$ cat src/rtl/prog_iface_master.sv
// Host-side initiator for the GrainFlex serial configuration chain: turns a byte
// stream into reset/clock/enable/data pins and optionally returns the old chain contents.
module prog_iface_master #(
   parameter int CHAIN_LEN = 512,
   parameter int CLK_DIV   = 3
) (
   input  logic       clk,
   input  logic       reset,
   input  logic       cmd_start,
   input  logic       cmd_capture,
   output logic       busy,
   output logic       done,
   input  logic [7:0] s_data,
   input  logic       s_valid,
   output logic       s_ready,
   output logic [7:0] m_data,
   output logic       m_valid,
   input  logic       m_ready,
   output logic       prog_clk,
   output logic       prog_rst,
   output logic       prog_en,
   output logic       prog_din,
   input  logic       prog_dout
);

   localparam int CW    = $clog2(CHAIN_LEN + 1);
   localparam int DW    = $clog2(CLK_DIV);
   localparam int REM   = CHAIN_LEN % 8;
   localparam int ALIGN = (REM == 0) ? 0 : 8 - REM;
   localparam logic [CW-1:0] LAST_BIT = CW'(CHAIN_LEN - 1);
   localparam logic [DW-1:0] DIV_LAST = DW'(CLK_DIV - 1);

   localparam logic [2:0] S_IDLE     = 3'd0;
   localparam logic [2:0] S_PRST     = 3'd1;
   localparam logic [2:0] S_LOAD     = 3'd2;
   localparam logic [2:0] S_SHIFT_LO = 3'd3;
   localparam logic [2:0] S_SHIFT_HI = 3'd4;
   localparam logic [2:0] S_FLUSH    = 3'd5;
   localparam logic [2:0] S_DONE     = 3'd6;

   logic [2:0]    state;
   logic [DW-1:0] div_cnt;
   logic [1:0]    prst_ph;
   logic [CW-1:0] bit_cnt;
   logic [2:0]    byte_bit;
   logic [6:0]    shreg;
   logic [6:0]    cap_reg;
   logic          cap_en;
   logic          dout_meta;
   logic          dout_s;
   logic          div_end;
   logic [7:0]    cap_next;

   assign div_end  = (div_cnt == DIV_LAST);
   assign cap_next = {dout_s, cap_reg};
   // A pending readback byte blocks the next input byte, which stretches prog_clk low.
   assign s_ready  = (state == S_LOAD) && !(cap_en && m_valid);

   always_ff @(posedge clk or posedge reset) begin
      if (reset) begin
         dout_meta <= 1'b0;
         dout_s    <= 1'b0;
      end else begin
         dout_meta <= prog_dout;
         dout_s    <= dout_meta;
      end
   end

   always_ff @(posedge clk or posedge reset) begin
      if (reset) begin
         state    <= S_IDLE;
         div_cnt  <= '0;
         prst_ph  <= '0;
         bit_cnt  <= '0;
         byte_bit <= '0;
         shreg    <= '0;
         cap_reg  <= '0;
         cap_en   <= 1'b0;
         busy     <= 1'b0;
         done     <= 1'b0;
         m_data   <= '0;
         m_valid  <= 1'b0;
         prog_clk <= 1'b0;
         prog_rst <= 1'b0;
         prog_en  <= 1'b0;
         prog_din <= 1'b0;
      end else begin
         done <= 1'b0;
         if (m_valid && m_ready)
            m_valid <= 1'b0;
         case (state)
            S_IDLE: begin
               if (cmd_start) begin
                  busy     <= 1'b1;
                  cap_en   <= cmd_capture;
                  prog_rst <= 1'b1;
                  prog_clk <= 1'b0;
                  div_cnt  <= '0;
                  prst_ph  <= '0;
                  bit_cnt  <= '0;
                  byte_bit <= '0;
                  state    <= S_PRST;
               end
            end
            S_PRST: begin
               if (div_end) begin
                  div_cnt <= '0;
                  if (prst_ph == 2'd3) begin
                     prog_rst <= 1'b0;
                     prog_clk <= 1'b0;
                     state    <= S_LOAD;
                  end else begin
                     prst_ph  <= prst_ph + 1'b1;
                     prog_clk <= ~prog_clk;
                  end
               end else begin
                  div_cnt <= div_cnt + 1'b1;
               end
            end
            S_LOAD: begin
               if (s_valid && s_ready) begin
                  shreg    <= s_data[7:1];
                  prog_din <= s_data[0];
                  prog_en  <= 1'b1;
                  div_cnt  <= '0;
                  state    <= S_SHIFT_LO;
               end
            end
            S_SHIFT_LO: begin
               if (div_end) begin
                  div_cnt  <= '0;
                  prog_clk <= 1'b1;
                  state    <= S_SHIFT_HI;
               end else begin
                  div_cnt <= div_cnt + 1'b1;
               end
            end
            S_SHIFT_HI: begin
               if (div_end) begin
                  div_cnt  <= '0;
                  prog_clk <= 1'b0;
                  bit_cnt  <= bit_cnt + 1'b1;
                  byte_bit <= byte_bit + 1'b1;
                  if (cap_en)
                     cap_reg <= cap_next[7:1];
                  if (bit_cnt == LAST_BIT) begin
                     prog_en  <= 1'b0;
                     prog_din <= 1'b0;
                     state    <= S_FLUSH;
                     if (cap_en) begin
                        // Short final byte: newest bits sit at the top, move them down to bit 0.
                        m_data  <= cap_next >> ALIGN;
                        m_valid <= 1'b1;
                     end
                  end else if (byte_bit == 3'd7) begin
                     state <= S_LOAD;
                     if (cap_en) begin
                        m_data  <= cap_next;
                        m_valid <= 1'b1;
                     end
                  end else begin
                     prog_din <= shreg[0];
                     shreg    <= shreg >> 1;
                     state    <= S_SHIFT_LO;
                  end
               end else begin
                  div_cnt <= div_cnt + 1'b1;
               end
            end
            S_FLUSH: begin
               if (!m_valid) begin
                  done  <= 1'b1;
                  state <= S_DONE;
               end
            end
            S_DONE: begin
               busy  <= 1'b0;
               state <= S_IDLE;
            end
            default: state <= S_IDLE;
         endcase
      end
   end

endmodule

$ cat config.mk
export PLATFORM = sky130hd
export DESIGN_NAME = prog_iface_master
export DESIGN_NICKNAME = d
export VERILOG_FILES = /design/src/rtl/prog_iface_master.sv
export SDC_FILE = /design/constraint.sdc
export NUM_CORES = 1
export LEC_CHECK = 0
export CAP_MARGIN = 10
export CORE_ASPECT_RATIO = 0.75
export CORE_UTILIZATION = 55
export DETAILED_ROUTE_END_ITERATION = 6
export PLACE_DENSITY = 0.79
export SLEW_MARGIN = 20
export SYNTH_ARGS = -nofsm -noshare
export SYNTH_HDL_FRONTEND = slang
export SYNTH_SLANG_ARGS = --single-unit
export TNS_END_PERCENT = 20
$ cat constraint.sdc
create_clock -name clk -period 2.02 [get_ports clk]
set_input_delay 0.404 -clock clk [delete_from_list [all_inputs] [get_ports clk]]
set_output_delay 0.404 -clock clk [all_outputs]
set_load 0.03 [all_outputs]
Yosys cells after proc, flatten, opt, wreduce, memory -nomap -nowiden
Index checks and enable logic that the tools add are counted.

word-level totals
  register bits after elaboration = 52
  input bits = 15
  output and inout port bits = 16

operators by class
  add/subtract/negate cells = 4
  eq/ne operators = 22
  mux-type cells = 59
  bitwise logic cells = 1
  reductions and logical operators = 27

operators by type and width
  operator                                        number
  2-to-1 mux 3 bit                                10
  2-to-1 mux 7 bit                                4
  2-to-1 mux 1 bit                                24
  2-to-1 mux 8 bit                                3
  2-to-1 mux 10 bit                               2
  != test 2 bit, second input constant            10
  one-hot mux 10 bit (2 select lines)             1
  one-hot mux 3 bit (6 select lines)              1
  AND reduction 4 bit                             4
  one-hot mux 7 bit (2 select lines)              1
  == test 3 bit, second input constant            4
  AND reduction 3 bit                             4
  adder 10 x 1 -> 10 bit, second input constant   1
  == test 10 x 9 -> 1 bit, second input constant  1
  2-to-1 mux 2 bit                                5
  AND reduction 5 bit                             2
  nonzero test 2 bit                              5
  one-hot mux 1 bit (2 select lines)              4
  AND reduction 7 bit                             1
  == test 3 x 2 -> 1 bit, second input constant   2
  one-hot mux 2 bit (3 select lines)              1
  one-hot mux 3 bit (2 select lines)              1
  adder 2 x 1 -> 2 bit, second input constant     2
  == test 2 bit, second input constant            2
  14 further kinds                                18

Longest topological paths before layout
Gate-level depths: netlist of run 1.

  depth after elaboration = 7
  mapped depth = 7
  gate-level depth less buffers = 5

Worst setup path after synthesis of run 1
OpenSTA, ideal clock, no wires.

  path kind = reg2out
  start = register state[2]
  end = output s_ready
  arrival time = 1.702 ns
  data required time = 1.616 ns
  path slack = -0.086 ns
  cell stages (with the launch flop) = 5
  path buffers = 2
  cell sequence = dfrtp_1 -> buf_6 -> clkbuf_1 -> nor3b_1 -> a21boi_0

between the ends
  longest elaborated chain between the ends = 2

ends and longest elaborated chain
  element                   RTL line  RTL
  start: declaration        41        logic [2:0] state;
  start signal: assignment  71        state <= S_IDLE;
  start signal: assignment  102       state <= S_PRST;
  start signal: assignment  111       state <= S_LOAD;
  == test 3 x 2 -> 1 bit    57        assign s_ready = (state == S_LOAD) && !(cap_en && m_valid);
  logical AND 1 bit         57
  end: declaration          15        output logic s_ready,

Every way passes these cells.

Worst setup path in the final report of run 1
Same ends and word-level chain as after synthesis.

==> reports/metrics.yaml, run 1 <==
grtUsageMet2_pct: 39.5
synth_cell_type_count: 52
power_density_nw_per_um2: 1150
min_path_cells: 0
drive_gt1_share_pct: 22.3
dp_slack_ns: -0.153
wirelength_mm: 5.41
layout_min_cycle_time_ns: 1.95
p_int_mw: 2.23
path_delay_family: "flip-flops"
critPathKind: "reg -> out"
largestRegisters: "bit_cnt (10), m_data (8)"
avgSynthCellArea_um2: 10.4
synth.yosys.seq_area_share_pct: 51.1
maxSlewHeadroom_pct: 66.6
end_kind: "primary output"
largest_register_ff_count: 10
gp_congestion: 0.813
startpoint_type: "flip-flop"
drv_cap: 0
p_comb_share_pct: 38.6
fin_cells: 349
drc: 0
seq_power_share_pct: 44.4
clock_sinks: 52
ctsHoldBuffers: 0
dpl.hpwl_mm: 3.94
grt.busiest_layer: "met2"
cts_buffer_depth: 2
die_h_um: 60.9
htreeDepth: 2
cts_buffers: 5
period_share_pct: 96.7
multi_input_area_um2: 1170
die-area_um2: 4910
ir_drop_uv: 650
fin_ws_ns: 0.0658
grt_overflow: 0
grt_pass1_wl_mm: 8.95
path_buf_inv: 1
p_leak_nw: 1.42
grt_pass1_vias: 1918
cts_tree: "built"
ys_warn_count: 0
vias: 1938
netlist_instances: 244
hold_viol: 0
worstSkewPairLatency_ns: 0.31
p_sw_mw: 1.37
grt_max_degree: 53
power_frac_clock_pct: 17.0
crit_required_ns: 1.62
ys.flop_type: "dfrtp_1"
initial_core_util_pct: 57.0
n_fill_cell: 373
maxSlewViolCount: 0
swShare_pct: 38.1
synth_edf_count: 0
diodes: 0
placementRows: 21
cp.depth: 3
tightest_slew_ns: 0.501
syn_area_um2: 2550
antenna_left: 0
outcome: "completed"
hp-class: "reg -> reg"
critPathMaxStageDelay_ns: 0.47
regArea_um2: 1300
io_pins: 31
cp_slowest_cell: "dfrtp_1"
fin_worst_skew_ns: 0.00452
routed_via_density: 5.55
p_total_mw: 3.61
grt_util_all_layers_pct: 24.8
antenna_found_initial: 0
grtUsageMet1_pct: 33.1
synth_nets: 263
die_w_um: 80.6
final_nets: 310
rsz0062_at_grt: "false"
cp_cell_sequence: "nor3b_2 > a21boi_1 > buf_4"
portBuffers: 30
drtIter0Drc: 120
fmax_mhz: 512
met3_usage_pct: 6.32
whs_ns: 0.356
setup_viol: 0
async_flop_share_pct: 100
cts_root_buffer: "clkbuf_8"
regMostFlops: "bit_cnt"
wl_per_cell_um: 15.5
finalSetupTns_ns: 0
dr.pass1.iters: 4
synth-seq-cells: 52
path_max_fanout: 7
syn_to_final_growth_pct: 22.7
arrival_ns: 1.55
dp.cells: 341
core_area_um2: 4470
clkSlewWorstSetupHoldPaths_ns: 0.10
reg2reg_depth: 4
[worst register-to-register path, delay by kind of cell (launching register included)]
family	cells	cell delay, ns
and+or+nand+nor	2	0.50
DFF	1	0.48
AOI/OAI and AO/OA	1	0.42
muxes	1	0.39
[cell families after synthesis]
family	synth area share, %
adders and majority gates	1.96
xor gates and xnor gates	1.03
DFF	51.1
and+or+nand+nor	18.2
buffers and inverters	3.39
AOI/OAI and AO/OA	13.8
muxes	10.5
[synthesized netlist by cell type (all sizes together) (2+ instances only)]
cell type | number | area [um2]
dfrtp | 52 | 1300
nand2 | 39 | 149
mux2 | 22 | 248
o21ai | 15 | 75.1
a21oi | 14 | 73.8
nand3 | 10 | 50.1
nor2 | 10 | 37.5
inv | 7 | 26.3
nand2b | 7 | 43.8
buf | 6 | 41.3
clkbuf | 5 | 18.8
ha | 4 | 50.1
nand4 | 4 | 25.0
nor3 | 4 | 25.0
o31ai | 4 | 43.8
and3 | 3 | 18.8
o21a | 3 | 22.5
a22o | 2 | 17.5
and2 | 2 | 12.5
mux2i | 2 | 20.0
nor3b | 2 | 20.0
o211ai | 2 | 15.0
o22ai | 2 | 12.5
or3 | 2 | 12.5
xor2 | 2 | 17.5
[path summary, 6_finish.rpt]
kind | startpoint | to | slack [ns]
min in group asynchronous | reset | shreg[2] | 0.46
hold / removal | dout_meta | dout_s | 0.36
setup reg to reg | state[2] | shreg[2] | 0.11
hold reg to reg | dout_meta | dout_s | 0.36
setup / recovery | state[2] | s_ready | 0.07
max in group asynchronous | reset | state[1] | 1.33
[cell usage in the layout (no fill, tap or decap), drive strengths merged, types with 2 or more instances in the layout]
cell type / netlist / final
a21oi: 14 / 14
a22o: 2 / 2
and2: 2 / 2
and3: 3 / 3
buf: 6 / 22
clkbuf: 5 / 5
clkdlybuf4s50: 0 / 29
clkinv: 0 / 2
dfrtp: 52 / 52
ha: 4 / 4
inv: 7 / 8
mux2: 22 / 22
mux2i: 2 / 2
nand2: 39 / 39
nand2b: 7 / 7
nand3: 10 / 10
nand4: 4 / 4
nor2: 10 / 10
nor3: 4 / 4
nor3b: 2 / 2
o211ai: 2 / 2
o21a: 3 / 3
o21ai: 15 / 15
o22ai: 2 / 2
o31ai: 4 / 4
or3: 2 / 2
xor2: 2 / 2
[stage by stage]
| step | instance area [um2] | util (%) |
|---|---|---|
| 2_1_floorplan | 2550 | - |
| 3_3_place_gp | 3030 | 67.8 |
| 3_5_place_dp | 3030 | 67.8 |
| 4_1_cts | 3120 | 69.8 |
| 5_1_grt | 3130 | 70.0 |
| 6_report | 3130 | 70.0 |
[cell type report]
type	instances	share of cell area, %
inverters	7	0.841
flip-flops and latches	52	41.7
multi-input cells	174	37.3
well taps	57	2.28
clock buffers	5	2.20
repair buffers	51	15.0
clock inverters	3	0.721
[what timing repair did]
| item | in CTS | in global routing |
|---|---|---|
| buffers inserted | 0 | 0 |
| endpoints found under the setup margin | 0 | 9 |
| resized for setup | 0 | 3 |
[power by group through the flow]
stage                     Combinational (mW)  Clock [mW]  Sequential (mW)
after global placement                  1.33           0             1.59
after CTS                               1.39       0.623             1.59
final                                   1.39       0.615             1.60
after detailed placement                1.39           0             1.61
after floorplan                        0.898           0             1.63
after global routing                    1.55       0.663             1.64
[layer usage]
metal,share of wire (%),routed length [um],vias up
li1,-,-,955
met1,47,2520,927
met2,46,2510,46
met3,5.4,291,10
met4,1.7,90,0
met5,0,0,-
Note: power is estimated with default switching activity, not from simulation.
==> inputs of run 2 (changes only) <==
- CORE_UTILIZATION: 55 -> 46
- PLACE_DENSITY: 0.79 -> 0.68
==> reports/metrics.yaml, run 2 (synthesis gave the netlist of run 1 again) <==
path_max_fanout: 7  # unchanged
syn_to_final_growth_pct: 22.7  # unchanged
grt_pass1_vias: 1820  # -5.1%
io_pins: 31  # unchanged
ctsHoldBuffers: 0  # unchanged
outcome: "completed"
cts_setup_buffers: 0  # unchanged
initial_core_util_pct: 47.8  # -9.2 points
tightest_slew_ns: 0.487  # -0.0132 ns
fin_worst_skew_ns: 0.00681  # +0.00230 ns
maxSlewViolCount: 0  # unchanged
die_h_um: 66.4  # +9.0%
end_kind: "flip-flop"
p_leak_nw: 1.40  # -1.6%
die_w_um: 87.9  # +9.1%
wirelength_mm: 5.17  # -4.4%
cts_buffers: 5  # unchanged
grt_util_all_layers_pct: 19.9  # -4.9 points
core_area_um2: 5320  # +19%
rsz0062_at_grt: "false"
regMostFlops: "bit_cnt"
dpl.hpwl_mm: 3.75  # -4.9%
regToRegSetupSlack_ns: 0.12  # about the same
antenna_found_initial: 0  # unchanged
grt_pass1_wl_mm: 8.74  # -2.3%
fin_area_um2: 3130  # unchanged
hold-path-endpoint: "dout_s"
clock_sinks: 52  # unchanged
htreeDepth: 2  # unchanged
post_cts_resized: 0  # unchanged
finalCoreUtilization_pct: 58.7  # -11 points
r2r-start: "state[2]"
vias: 1948  # +0.52%
cts_buffer_depth: 2  # unchanged
maxSlewHeadroom_pct: 67.2  # +0.60 points
grt_max_degree: 53  # unchanged
placementRows: 23  # +9.5%
power_density_nw_per_um2: 1140  # -0.94%
layout_common_cells: "dfrtp_1 (52), nand2_1 (38), clkdlybuf4s50_1 (29), mux2_2 (22), buf_4 (18)"
critPathKind: "reg -> reg"
die-area_um2: 5840  # +19%
clkSlewWorstSetupHoldPaths_ns: 0.10  # about the same
portBuffers: 30  # unchanged
diodes: 0  # unchanged
p_total_mw: 3.57  # -0.94%
placed_area_um2: 3030  # unchanged
min_path_cells: 0  # unchanged
crit_required_ns: 2.22  # +0.60 ns
dr.pass1.iters: 6  # +2
period_share_pct: 94.0  # -2.7 points
startpoint_type: "flip-flop"
setup_viol: 0  # unchanged
whs_ns: 0.364  # +0.00789 ns
cts_tree: "built"
fmax_mhz: 527  # +2.9%
final_nets: 307  # -0.97%
antenna_left: 0  # unchanged
drtIter0Drc: 68  # -43%
cts_root_buffer: "clkbuf_8"
reg2reg_depth: 4  # unchanged
arrival_ns: 2.10  # +0.55 ns
largest_register_ff_count: 10  # unchanged
min-delay-start: "dout_meta"
drv_cap: 0  # unchanged
hold_viol: 0  # unchanged
grt_overflow: 0  # unchanged
wl_per_cell_um: 14.2  # -8.4%
final_common_cell: "dfrtp_1"
hp-class: "reg -> reg"
worstSkewPairLatency_ns: 0.31  # about the same
drive_gt1_share_pct: 21.1  # -1.2 points
rr_endpoint: "shreg[5]"
largestRegisters: "bit_cnt (10), m_data (8)"
layout_min_cycle_time_ns: 1.90  # -0.0551 ns
drc: 0  # unchanged
ir_drop_uv: 697  # +7.2%
gp_congestion: 0.820  # +0.89%
routed_via_density: 5.35  # -3.6%
## run 2: through the flow
stage / instances / TNS, ns / worst slack [ns]
6_report: 364 / 0 / 0.121
5_1_grt: 364 / 0 / 0.0127
4_1_cts: 364 / 0 / 0.00293
3_5_place_dp: 356 / -0.800 / -0.138
3_3_place_gp: 356 / -0.785 / -0.113
2_1_floorplan: 244 / 0 / 0.147
## run 2: worst max-delay path by stage
stage,startpoint,to,slack (ns),cells past startpoint
after global placement,s_valid,prog_din,-0.11,5
final,state[2],shreg[5],0.12,4
after detailed placement,s_valid,prog_din,-0.14,5
after global routing,state[2],shreg[5],0.01,4
after floorplan,state[2],s_ready,0.15,4
after CTS,bit_cnt[1],m_data[6],0.003,5
## run 2: per-layer routing
layer  share of wire, %  routed length, um  global-route usage (%)
met5                  0                  0                       0
met4                1.7                 87                    7.38
met3                4.5                235                    4.12
met2                 43               2250                    28.8
met1                 50               2600                    29.2
## run 2: layout make-up
type	count	area, um2
Clock inverter	3	23.8
Multi-Input combinational cell	174	1170
Tap cell	75	93.8
Sequential cell	52	1300
Timing Repair Buffer	48	445
Inverter	7	26.3
Clock buffer	5	68.8
Fill cell	480	2200
## run 2: power breakdown
group / internal, mW / total (mW) / switching, mW
sequential: 1.33 / 1.59 / 0.252
combinational: 0.637 / 1.38 / 0.740
clock: 0.246 / 0.610 / 0.364
## run 2: critical path, cell delays in order (launching register included)
cell	delay (ns)
dfrtp_1	0.49
nor3b_2	0.36
nand2_2	0.12
o31ai_4	0.43
mux2_2	0.39
==> inputs of run 3 (changes only) <==
- PLACE_DENSITY: 0.68 -> 0.64
- SLEW_MARGIN: 20 -> 25
==> reports/metrics.yaml, run 3 (synthesis gave the netlist of run 1 again) <==
swShare_pct: 34.0  # -3.9 points
vias: 1938  # -0.51%
n_fill_cell: 439  # -8.5%
grt_util_all_layers_pct: 19.4  # -0.53 points
layout_min_cycle_time_ns: 1.92  # +0.0216 ns
fin_worst_skew_ns: 0.00900  # +0.00218 ns
whs_ns: 0.356  # -0.00772 ns
clock_sinks: 52  # unchanged
period_share_pct: 95.1  # +1.1 points
ctsHoldBuffers: 0  # unchanged
fmax_mhz: 521  # -1.1%
htreeDepth: 2  # unchanged
largestRegisters: "bit_cnt (10), m_data (8)"
met3_usage_pct: 4.62  # +0.50 points
core_area_um2: 5320  # unchanged
tightest_slew_ns: 0.516  # +0.0290 ns
die_w_um: 87.9  # unchanged
ir_drop_uv: 673  # -3.5%
hold_viol: 0  # unchanged
gp_congestion: 0.786  # -4.2%
final_nets: 309  # +0.65%
layout_common_cells: "dfrtp_1 (52), nand2_1 (38), clkdlybuf4s50_1 (29), mux2_2 (22), buf_4 (20)"
fin_ws_ns: 0.0993  # -0.0216 ns
cts_root_buffer: "clkbuf_8"
syn_to_final_growth_pct: 25.7
routed_via_density: 5.30  # -1.1%
grtUsageMet2_pct: 28.5  # -0.29 points
antenna_left: 0  # unchanged
crit_required_ns: 2.21  # about the same
die-area_um2: 5840  # unchanged
outcome: "completed"
grt_max_degree: 53  # unchanged
largest_register_ff_count: 10  # unchanged
worstSkewPairLatency_ns: 0.30  # about the same
p_sw_mw: 1.34  # -1.5%
final_common_cell: "dfrtp_1"
cts_setup_buffers: 0  # unchanged
dp_slack_ns: -0.216  # -0.0778 ns
drv_cap: 0  # unchanged
regMostFlops: "bit_cnt"
antenna_found_initial: 0  # unchanged
p_total_mw: 3.93  # +9.8%
grt_pass1_vias: 1823  # +0.16%
post_cts_resized: 0  # unchanged
grt_overflow: 0  # unchanged
power_frac_clock_pct: 24.8  # +7.7 points
diodes: 0  # unchanged
maxSlewViolCount: 0  # unchanged
p_int_mw: 2.59  # +17%
dpl.hpwl_mm: 3.72  # -0.61%
grt_pass1_wl_mm: 8.60  # -1.7%
power_density_nw_per_um2: 1230  # +7.2%
startpoint_type: "input port"
maxSlewHeadroom_pct: 65.6  # -1.7 points
die_h_um: 66.4  # unchanged
rsz0062_at_grt: "false"
clkSlewWorstSetupHoldPaths_ns: 0.10  # about the same
cts_buffers: 5  # unchanged
dr.pass1.iters: 4  # -2
regArea_um2: 1300  # unchanged
drtIter0Drc: 85  # +25%
wirelength_mm: 5.18  # +0.14%
seq_power_share_pct: 40.0  # -4.4 points
arrival_ns: 2.11  # about the same
placementRows: 23  # unchanged
drc: 0  # unchanged
p_comb_share_pct: 35.2  # -3.3 points
critPathKind: "in -> reg"
wl_per_cell_um: 14.2  # -0.41%
setup_viol: 0  # unchanged
cts_buffer_depth: 2  # unchanged
grt.busiest_layer: "met1"
multi_input_area_um2: 1160  # -0.43%
io_pins: 31  # unchanged
cts_tree: "built"
finalSetupTns_ns: 0  # unchanged
drive_gt1_share_pct: 21.3  # +0.20 points
p_leak_nw: 1.44  # +3.2%
hp-class: "reg -> reg"
grtUsageMet1_pct: 28.6  # -0.57 points
portBuffers: 30  # unchanged
end_kind: "flip-flop"
initial_core_util_pct: 47.8  # unchanged
path_max_fanout: 2  # -5
## run 3: cell count changes in the layout (fill, tap and decap cells not counted)
cell,previous run,this run
buf_4,18,20
clkinv_4,1,0
clkinvlp_4,2,0
nor3b_1,0,1
bufinv_16,0,3
nor3b_2,2,1
## run 3: area by class of cell
| type | instances | share of cell area [%] |
|---|---|---|
| tap | 75 | 2.93 |
| clock inverter | 3 | 2.81 |
| clock buffer | 5 | 2.15 |
| sequential | 52 | 40.6 |
| timing repair buffer | 50 | 14.4 |
| inverter | 7 | 0.821 |
| multi-input combinational | 174 | 36.3 |
## run 3: worst paths after layout
| kind | startpoint | endpoint | slack, ns | depth (start not counted) |
|---|---|---|---|---|
| worst max register to register | bit_cnt[1] | m_data[3] | 0.19 | 5 |
| worst min register to register | dout_meta | dout_s | 0.36 | 0 |
| min in group asynchronous | reset | div_cnt[0] | 0.44 | 3 |
| worst min-delay path | dout_meta | dout_s | 0.36 | 0 |
| worst max-delay path | s_valid | prog_din | 0.1 | 5 |
| max in group asynchronous | reset | shreg[5] | 1.32 | 3 |
## run 3: routing by layer
metal / wire [um] / share of wire [%]
met4: 18 / 0.35
met1: 2710 / 52
met5: 0 / 0
met3: 200 / 3.9
met2: 2250 / 43
## run 3: power by group through the flow
| stage | Combinational, mW | Clock (mW) | Sequential (mW) |
|---|---|---|---|
| 2_1_floorplan | 0.898 | 0 | 1.63 |
| 3_3_place_gp | 1.35 | 0 | 1.58 |
| 6_report | 1.38 | 0.973 | 1.57 |
| 3_5_place_dp | 1.38 | 0 | 1.59 |
| 5_1_grt | 1.52 | 1.03 | 1.61 |
| 4_1_cts | 1.38 | 0.991 | 1.57 |
## run 3: worst max-delay path, stage by stage
cell and delay, ns:
clkdlybuf4s50_1 0.50, a21bo_2 0.24, or3_1 0.38, a2bb2oi_1 0.24, mux2_2 0.35
## run 3: through the flow
| step | std cells | util [%] | area, um2 |
|---|---|---|---|
| finish | 366 | 60.1 | 3200 |
| floorplan | 244 | - | 2550 |
| global route | 366 | 60.1 | 3200 |
| CTS | 366 | 60.1 | 3200 |
| global placement | 358 | 57.1 | 3040 |
| detailed placement | 358 | 57.1 | 3040 |
